`config.mk`:
```
export PLATFORM = sky130hd
export DESIGN_NAME = instr_sequencer_flat
export DESIGN_NICKNAME = d
export VERILOG_FILES = /design/src/rtl/instr_sequencer_if.sv /design/src/rtl/instr_sequencer.sv /design/src/flat_wrapper.sv
export SDC_FILE = /design/constraint.sdc
export NUM_CORES = 1
export LEC_CHECK = 0
export ABC_AREA = 1
export CAP_MARGIN = 25
export CORE_MARGIN = 5
export CORE_UTILIZATION = 40
export DETAILED_ROUTE_END_ITERATION = 12
export MAX_ROUTING_LAYER = met4
export PLACE_DENSITY = 0.84
export SYNTH_ARGS = -nofsm -noshare
export SYNTH_HDL_FRONTEND = slang
export SYNTH_SLANG_ARGS = --single-unit
```
`constraint.sdc`:
```
create_clock -name clock -period 1.3 [get_ports clock]
set_clock_uncertainty 0.2 [all_clocks]
set_input_delay 0.195 -clock clock [delete_from_list [all_inputs] [get_ports clock]]
set_output_delay 0.195 -clock clock [all_outputs]
set_load 0.1 [all_outputs]
```
`src/rtl/instr_sequencer_if.sv`:
```
// Handshake and status bundle between an instruction source / function register
// and instr_sequencer. The sequencer takes the slave side.
interface instr_sequencer_if #(
    parameter int COUNT_W = 8
);
    logic               instr_valid;
    logic [11:0]        instr;
    logic               done;
    logic               instr_ready;
    logic [4:0]         T;
    logic [2:0]         opcode;
    logic [2:0]         p1;
    logic [2:0]         p2;
    logic [2:0]         p3;
    logic               busy;
    logic               illegal;
    logic               fault;
    logic [COUNT_W-1:0] retired;

    modport master (
        output instr_valid, instr, done,
        input  instr_ready, T, opcode, p1, p2, p3, busy, illegal, fault, retired
    );

    modport slave (
        input  instr_valid, instr, done,
        output instr_ready, T, opcode, p1, p2, p3, busy, illegal, fault, retired
    );
endinterface

```
`src/rtl/instr_sequencer.sv`:
```
// Instruction sequencer: accepts opcodes 0-4, walks a one-hot step strobe until done.
// Define INSTR_SEQ_WATCHDOG_EN to abort instructions that overrun step T[4] and flag fault.
module instr_sequencer #(
    parameter int COUNT_W = 8
) (
    input  logic             clock,
    input  logic             reset,
    instr_sequencer_if.slave bus
);
    typedef enum logic {IDLE, EXEC} state_e;

    state_e             state_q, state_d;
    logic [4:0]         t_q, t_d;
    logic [11:0]        fields_q, fields_d;
    logic               illegal_q, illegal_d;
    logic [COUNT_W-1:0] retired_q, retired_d;
`ifdef INSTR_SEQ_WATCHDOG_EN
    logic               fault_q, fault_d;
`endif

    always_ff @(posedge clock or negedge reset) begin
        if (!reset) begin
            state_q   <= IDLE;
            t_q       <= '0;
            fields_q  <= '0;
            illegal_q <= 1'b0;
            retired_q <= '0;
`ifdef INSTR_SEQ_WATCHDOG_EN
            fault_q   <= 1'b0;
`endif
        end else begin
            state_q   <= state_d;
            t_q       <= t_d;
            fields_q  <= fields_d;
            illegal_q <= illegal_d;
            retired_q <= retired_d;
`ifdef INSTR_SEQ_WATCHDOG_EN
            fault_q   <= fault_d;
`endif
        end
    end

    always_comb begin
        state_d   = state_q;
        t_d       = t_q;
        fields_d  = fields_q;
        illegal_d = 1'b0;
        retired_d = retired_q;
`ifdef INSTR_SEQ_WATCHDOG_EN
        fault_d   = fault_q;
`endif
        unique case (state_q)
            IDLE: begin
                if (bus.instr_valid) begin
                    if (bus.instr[11:9] <= 3'd4) begin
                        state_d  = EXEC;
                        t_d      = 5'b00001;
                        fields_d = bus.instr;
                    end else begin
                        illegal_d = 1'b1;
                    end
                end
            end
            EXEC: begin
                // done takes priority over the last-step watchdog
                if (bus.done) begin
                    state_d   = IDLE;
                    t_d       = '0;
                    retired_d = retired_q + COUNT_W'(1);
                end else if (t_q[4]) begin
`ifdef INSTR_SEQ_WATCHDOG_EN
                    state_d = IDLE;
                    t_d     = '0;
                    fault_d = 1'b1;
`else
                    t_d     = t_q;
`endif
                end else begin
                    t_d = t_q << 1;
                end
            end
            default: begin
                state_d = IDLE;
            end
        endcase
    end

    assign bus.instr_ready = (state_q == IDLE);
    assign bus.busy        = (state_q == EXEC);
    assign bus.T           = t_q;
    assign bus.opcode      = fields_q[11:9];
    assign bus.p1          = fields_q[8:6];
    assign bus.p2          = fields_q[5:3];
    assign bus.p3          = fields_q[2:0];
    assign bus.illegal     = illegal_q;
    assign bus.retired     = retired_q;
`ifdef INSTR_SEQ_WATCHDOG_EN
    assign bus.fault       = fault_q;
`else
    assign bus.fault       = 1'b0;
`endif
endmodule

```
`src/flat_wrapper.sv`:
```
// flat-port wrapper written by rule: the top's interface ports become plain ports
module instr_sequencer_flat 
#(
    parameter int COUNT_W = 8
)
  (clock, reset, bus_instr_valid, bus_instr, bus_done, bus_instr_ready, bus_T, bus_opcode, bus_p1, bus_p2, bus_p3, bus_busy, bus_illegal, bus_fault, bus_retired);
  instr_sequencer_if #(.COUNT_W(COUNT_W)) bus_i ();
  input  logic clock;
  input  logic reset;
  input wire logic [$bits(bus_i.instr_valid)-1:0] bus_instr_valid;
  input wire logic [$bits(bus_i.instr)-1:0] bus_instr;
  input wire logic [$bits(bus_i.done)-1:0] bus_done;
  output wire logic [$bits(bus_i.instr_ready)-1:0] bus_instr_ready;
  output wire logic [$bits(bus_i.T)-1:0] bus_T;
  output wire logic [$bits(bus_i.opcode)-1:0] bus_opcode;
  output wire logic [$bits(bus_i.p1)-1:0] bus_p1;
  output wire logic [$bits(bus_i.p2)-1:0] bus_p2;
  output wire logic [$bits(bus_i.p3)-1:0] bus_p3;
  output wire logic [$bits(bus_i.busy)-1:0] bus_busy;
  output wire logic [$bits(bus_i.illegal)-1:0] bus_illegal;
  output wire logic [$bits(bus_i.fault)-1:0] bus_fault;
  output wire logic [$bits(bus_i.retired)-1:0] bus_retired;
  assign bus_i.instr_valid = bus_instr_valid;
  assign bus_i.instr = bus_instr;
  assign bus_i.done = bus_done;
  assign bus_instr_ready = bus_i.instr_ready;
  assign bus_T = bus_i.T;
  assign bus_opcode = bus_i.opcode;
  assign bus_p1 = bus_i.p1;
  assign bus_p2 = bus_i.p2;
  assign bus_p3 = bus_i.p3;
  assign bus_busy = bus_i.busy;
  assign bus_illegal = bus_i.illegal;
  assign bus_fault = bus_i.fault;
  assign bus_retired = bus_i.retired;
  instr_sequencer #(.COUNT_W(COUNT_W)) u_core (.clock(clock), .reset(reset), .bus(bus_i));
endmodule
```
After elaboration in Yosys (flattened, before gate mapping)
Cells that the tools add are included.
Word-level totals
  flip-flop bits (word level): 27
  bits of input ports: 16
  output and inout bits: 29
Cells by class
  add/sub/neg operators: 1
  magnitude comparators: 1
  equality and inequality tests: 3
  muxes and demuxes: 12
  bitwise operators: 1
  reduce and logical (&&, ||, !) cells: 4
Operators by type and width (count)
  $mux 5: 4
  $pmux 5 s2: 1
  $add 8x1->8 const B: 1
  $mux 1: 6
  $reduce_and 3->1: 2
  $reduce_and 2->1: 2
  $le 3x3->1 const B: 1
  $ne 3x3->1 const B: 1
  $ne 2x1->1 const B: 1
  $ne 2x2->1 const B: 1
  $pmux 1 s2: 1
  $not 1->1: 1

Depth between registers and ports, before layout
  depth in word-level cells: 4
  depth in mapped cells: 7
  gate-level depth less buffers: 6

Least setup slack after synthesis
Ideal clock, no wire load.
  path kind: register to register
  start point: reg u_core.state_q (netlist: u_core.bus.busy)
  end point: reg u_core.state_q (netlist: u_core.bus.busy)
  library setup time: 148 ps
  arrival time: 2015 ps
  required time: 952 ps
  path slack: -1064 ps
  stages on the path, launching flop included: 5
  path through: dfrtp_1 > inv_2 > nand3_4 > buf_6 > o21ai_0
On the way
  longest elaborated chain between the ends: 2
RTL lines
  start, declared: RTL line instr_sequencer.sv:12  | state_e state_q, state_d;
  start signal, assigned: RTL line instr_sequencer.sv:32  | state_q <= state_d;
  $not 1->1 (no line)
  named net bus_instr_ready: RTL line flat_wrapper.sv:13  | output wire logic [$bits(bus_i.instr_ready)-1:0] bus_instr_ready;
  $pmux 1 s2: RTL line instr_sequencer.sv:52  | unique case (state_q)
  named net u_core.state_d: RTL line instr_sequencer.sv:12
The timed path passes the listed nets, and every way through them passes these cells.
A chain may end at the register's enable or synchronous reset.

Worst setup path in the final report
  start point: reg u_core.state_q (netlist: u_core.bus.busy)
  end point: out bus_busy
RTL lines
  end, declared: RTL line flat_wrapper.sv:19  | output wire logic [$bits(bus_i.busy)-1:0] bus_busy;
No word-level cell between the ends.

==> impl_metrics.csv <==
group,metric,value,unit
logic_synthesis,avgSynthCellArea,9.56,um^2
hold_path,hold_path.class,"primary input to async pin",
cts,numCtsBuffers,3,
setup_path,worstSetupEndpointType,"output pin",
timing,setup_viol,53,
setup_path,slowest_delay,0.56,ns
timing,period_share,122,%
floorplanning,coreArea,3050,um^2
floorplanning,die_x,66.4,um
routing,first_pass_iters,4,
global_routing,antenna_found_initial,0,
routing,wl_per_cell,16.2,um
setup_path,arrival,1.19,ns
floorplanning,io_pins,45,
pwr,powerDensity,1960,nW/um^2
setup_path,path_cells,"buf_6 > buf_12",
cts,clkSlewWorstSetupHoldPaths,0.15,ns
timing,hold_viol,0,
global_routing,grt_max_degree,28,
routing,viasPerCell,4.78,
setup_path,crit_fanout,3,
pwr,ir_drop,1.35,mV
run,drv_cap,0,
logic_synthesis,yosysTopAreaCell,"dfrtp_1",
setup_path,cp-start-kind,"register",
global_routing,grt_pass1_vias,1209,
setup_path,required,0.90,ns
routing,drc,0,
routing,ant_nets,0,
logic_synthesis,post-synth-top-count-cell,"nand2_1",
timing,whs,0.000837,ns
routing,routed_wl,4.18,mm
timing,layout_setup_ws,-0.289,ns
place,dp_hpwl,2.53,mm
timing,finalCriticalPeriod,1.59,ns
place,gp_congestion,0.776,
logic_synthesis,synth_edf_count,0,
pwr,p_leak,1.24,nW
routing,drt-initial-drc-count,119,
logic_synthesis,synth_top_area_share,53.1,%
setup_path,path_class,"register to output pin",
logic_synthesis,synth_cell_types,26,
setup_path,crit_path_top_delay_cell,"dfrtp_4",
cts,clkSinkCount,27,
floorplanning,dieArea,4410,um^2
logic_synthesis,synthArstFlopShare,100,%
logic_synthesis,synth_top_flop_cell,"dfrtp_1",
timing,rsz0062_at_grt,"true",
global_routing,grt_remaining_overflow,0,
final_layout,n_antenna_cell,0,
logic_synthesis,synth_area_leaders,"dfrtp_1 (53%), nand2_1 (11%), inv_1 (7.1%), o21ai_2 (6.9%), nand3_1 (2.4%)",
setup_path,crit_family,"flip-flops",
logic_synthesis,yosysSeqAreaShare,53.1,%
logic_synthesis,ys_warn_count,0,
final_layout,finalNonFillerCells,257,
final_layout,drive_gt1_share,56.8,%
timing,maxSlewViolCount,0,
place,port_buffers,43,
timing,fmax,629,MHz
logic_synthesis,synth_seq_cells,27,
cts,clk_latency,0.33,ns
floorplanning,initial_core_util,41.6,%
final_layout,fin_nets,231,
floorplanning,die_h,66.4,um
run_status,failed_checks,"setup timing",
floorplanning,std_cell_rows,20,
cts,cts_root_buf,"clkbuf_4",
global_routing,grtUsageTotal,17.1,%
logic_synthesis,synth.net_count,150,
cts,clockBufferDepth,2,
logic_synthesis,ys_top_cells_by_count,"nand2_1 (36), dfrtp_1 (27), inv_1 (24)",
final_layout,area_delta_synth_final,99.8,%
cts,htreeDepth,1,
cts,postCtsHoldBufs,0,
place,dp.cells,229,
logic_synthesis,syn-cell-area,1270,um^2
run_status,outcome,"finished with violations",
setup_path,path_buf_inv,2,
logic_synthesis,synthCells,133,
routing,route.vias.total,1228,
global_routing,grt_pass1_wl,5.46,mm
cts,cts_tree,"built",
-- worst paths after layout --
check                                                     start                                 to  slack [ns]  cells past startpoint
worst max-delay path                  u_core.bus.busy$_DFF_PN0_                           bus_busy       -0.29                      2
worst min-delay path                                      reset  u_core.bus.retired[5]$_DFFE_PN0P_      0.0008                      2
worst min register to register  u_core.fields_q[11]$_DFFE_PN0P_    u_core.fields_q[11]$_DFFE_PN0P_        0.37                      2
worst max register to register        u_core.bus.busy$_DFF_PN0_  u_core.bus.retired[7]$_DFFE_PN0P_       -0.25                      7
min in group clock                                 bus_instr[8]     u_core.fields_q[8]$_DFFE_PN0P_        0.19                      3
max in group asynchronous                                 reset  u_core.bus.retired[1]$_DFFE_PN0P_        0.72                      2
-- flip-flops by register name (all words and copies together) (netlist names) --
register	flops
u_core.bus.busy	1
u_core.bus.T	5
u_core.bus.illegal	1
u_core.bus.retired	8
u_core.fields_q	12
-- report_power, final --
group,switching (W),internal (W),total [W]
logic,0.00202,0.00123,0.00324
clock network,0.000254,0.000120,0.000374
registers,0.000274,0.00108,0.00135
-- layer usage --
metal	share of wire (%)	routed length [um]	GRT usage (%)
met1	35	1470	17.8
met2	59	2450	31.6
met3	2.5	104	1.87
met4	3.6	150	8.12
met5	0	0	-
-- cell type report --
| type | count | area [um^2] |
|---|---|---|
| multi-input cells | 78 | 573 |
| well taps | 44 | 55.1 |
| fillers | 155 | 513 |
| flip-flops and latches | 27 | 708 |
| repair buffers | 79 | 1070 |
| clock buffers | 4 | 26.3 |
| inverters | 25 | 106 |
-- layout by cell type (no fill, tap or decap), drive strengths merged --
master	n
nand4	3
ha	1
conb	1
nand3	8
clkbuf	6
dfrtp	27
buf	62
nor2	4
nor3	3
a21oi	1
clkdlybuf4s50	15
o21ai	14
nand2	39
xor2	3
xnor2	1
inv	25
-- metrics by stage --
stage	setup TNS [ns]	power (W)	utilization (%)	cell area (um^2)	worst slack (ns)
2_1_floorplan	-4.96	0.00307	-	1330	-0.285
3_3_place_gp	-5.08	0.00416	71.2	2170	-0.273
3_5_place_dp	-5.94	0.00422	71.2	2170	-0.315
4_1_cts	-3.12	0.00473	76.1	2320	-0.293
5_1_grt	-8.12	0.00516	83.2	2540	-0.331
6_report	-5.70	0.00497	83.2	2540	-0.289
-- cells by family (layout without fill, tap and decap cells) --
group	count (synthesis)	after routing	synth area share (%)
flip-flops	27	27	53.1
buffers and inverters	28	108	10.0
other	1	1	0.295
adder cells (fa/ha/maj)	1	1	0.984
XOR/XNOR	4	4	3.35
AND/OR/NAND/NOR	57	57	23.3
AO/OA/AOI/OAI	15	15	8.86
-- repair_timing --
item                       4_1_cts  5_1_grt
resized for setup                6       28
buffers inserted                13        8
gates cloned                     0        3
setup endpoints to repair       42       53
pin swaps                        2        1
(Power assumes the default switching activity.)
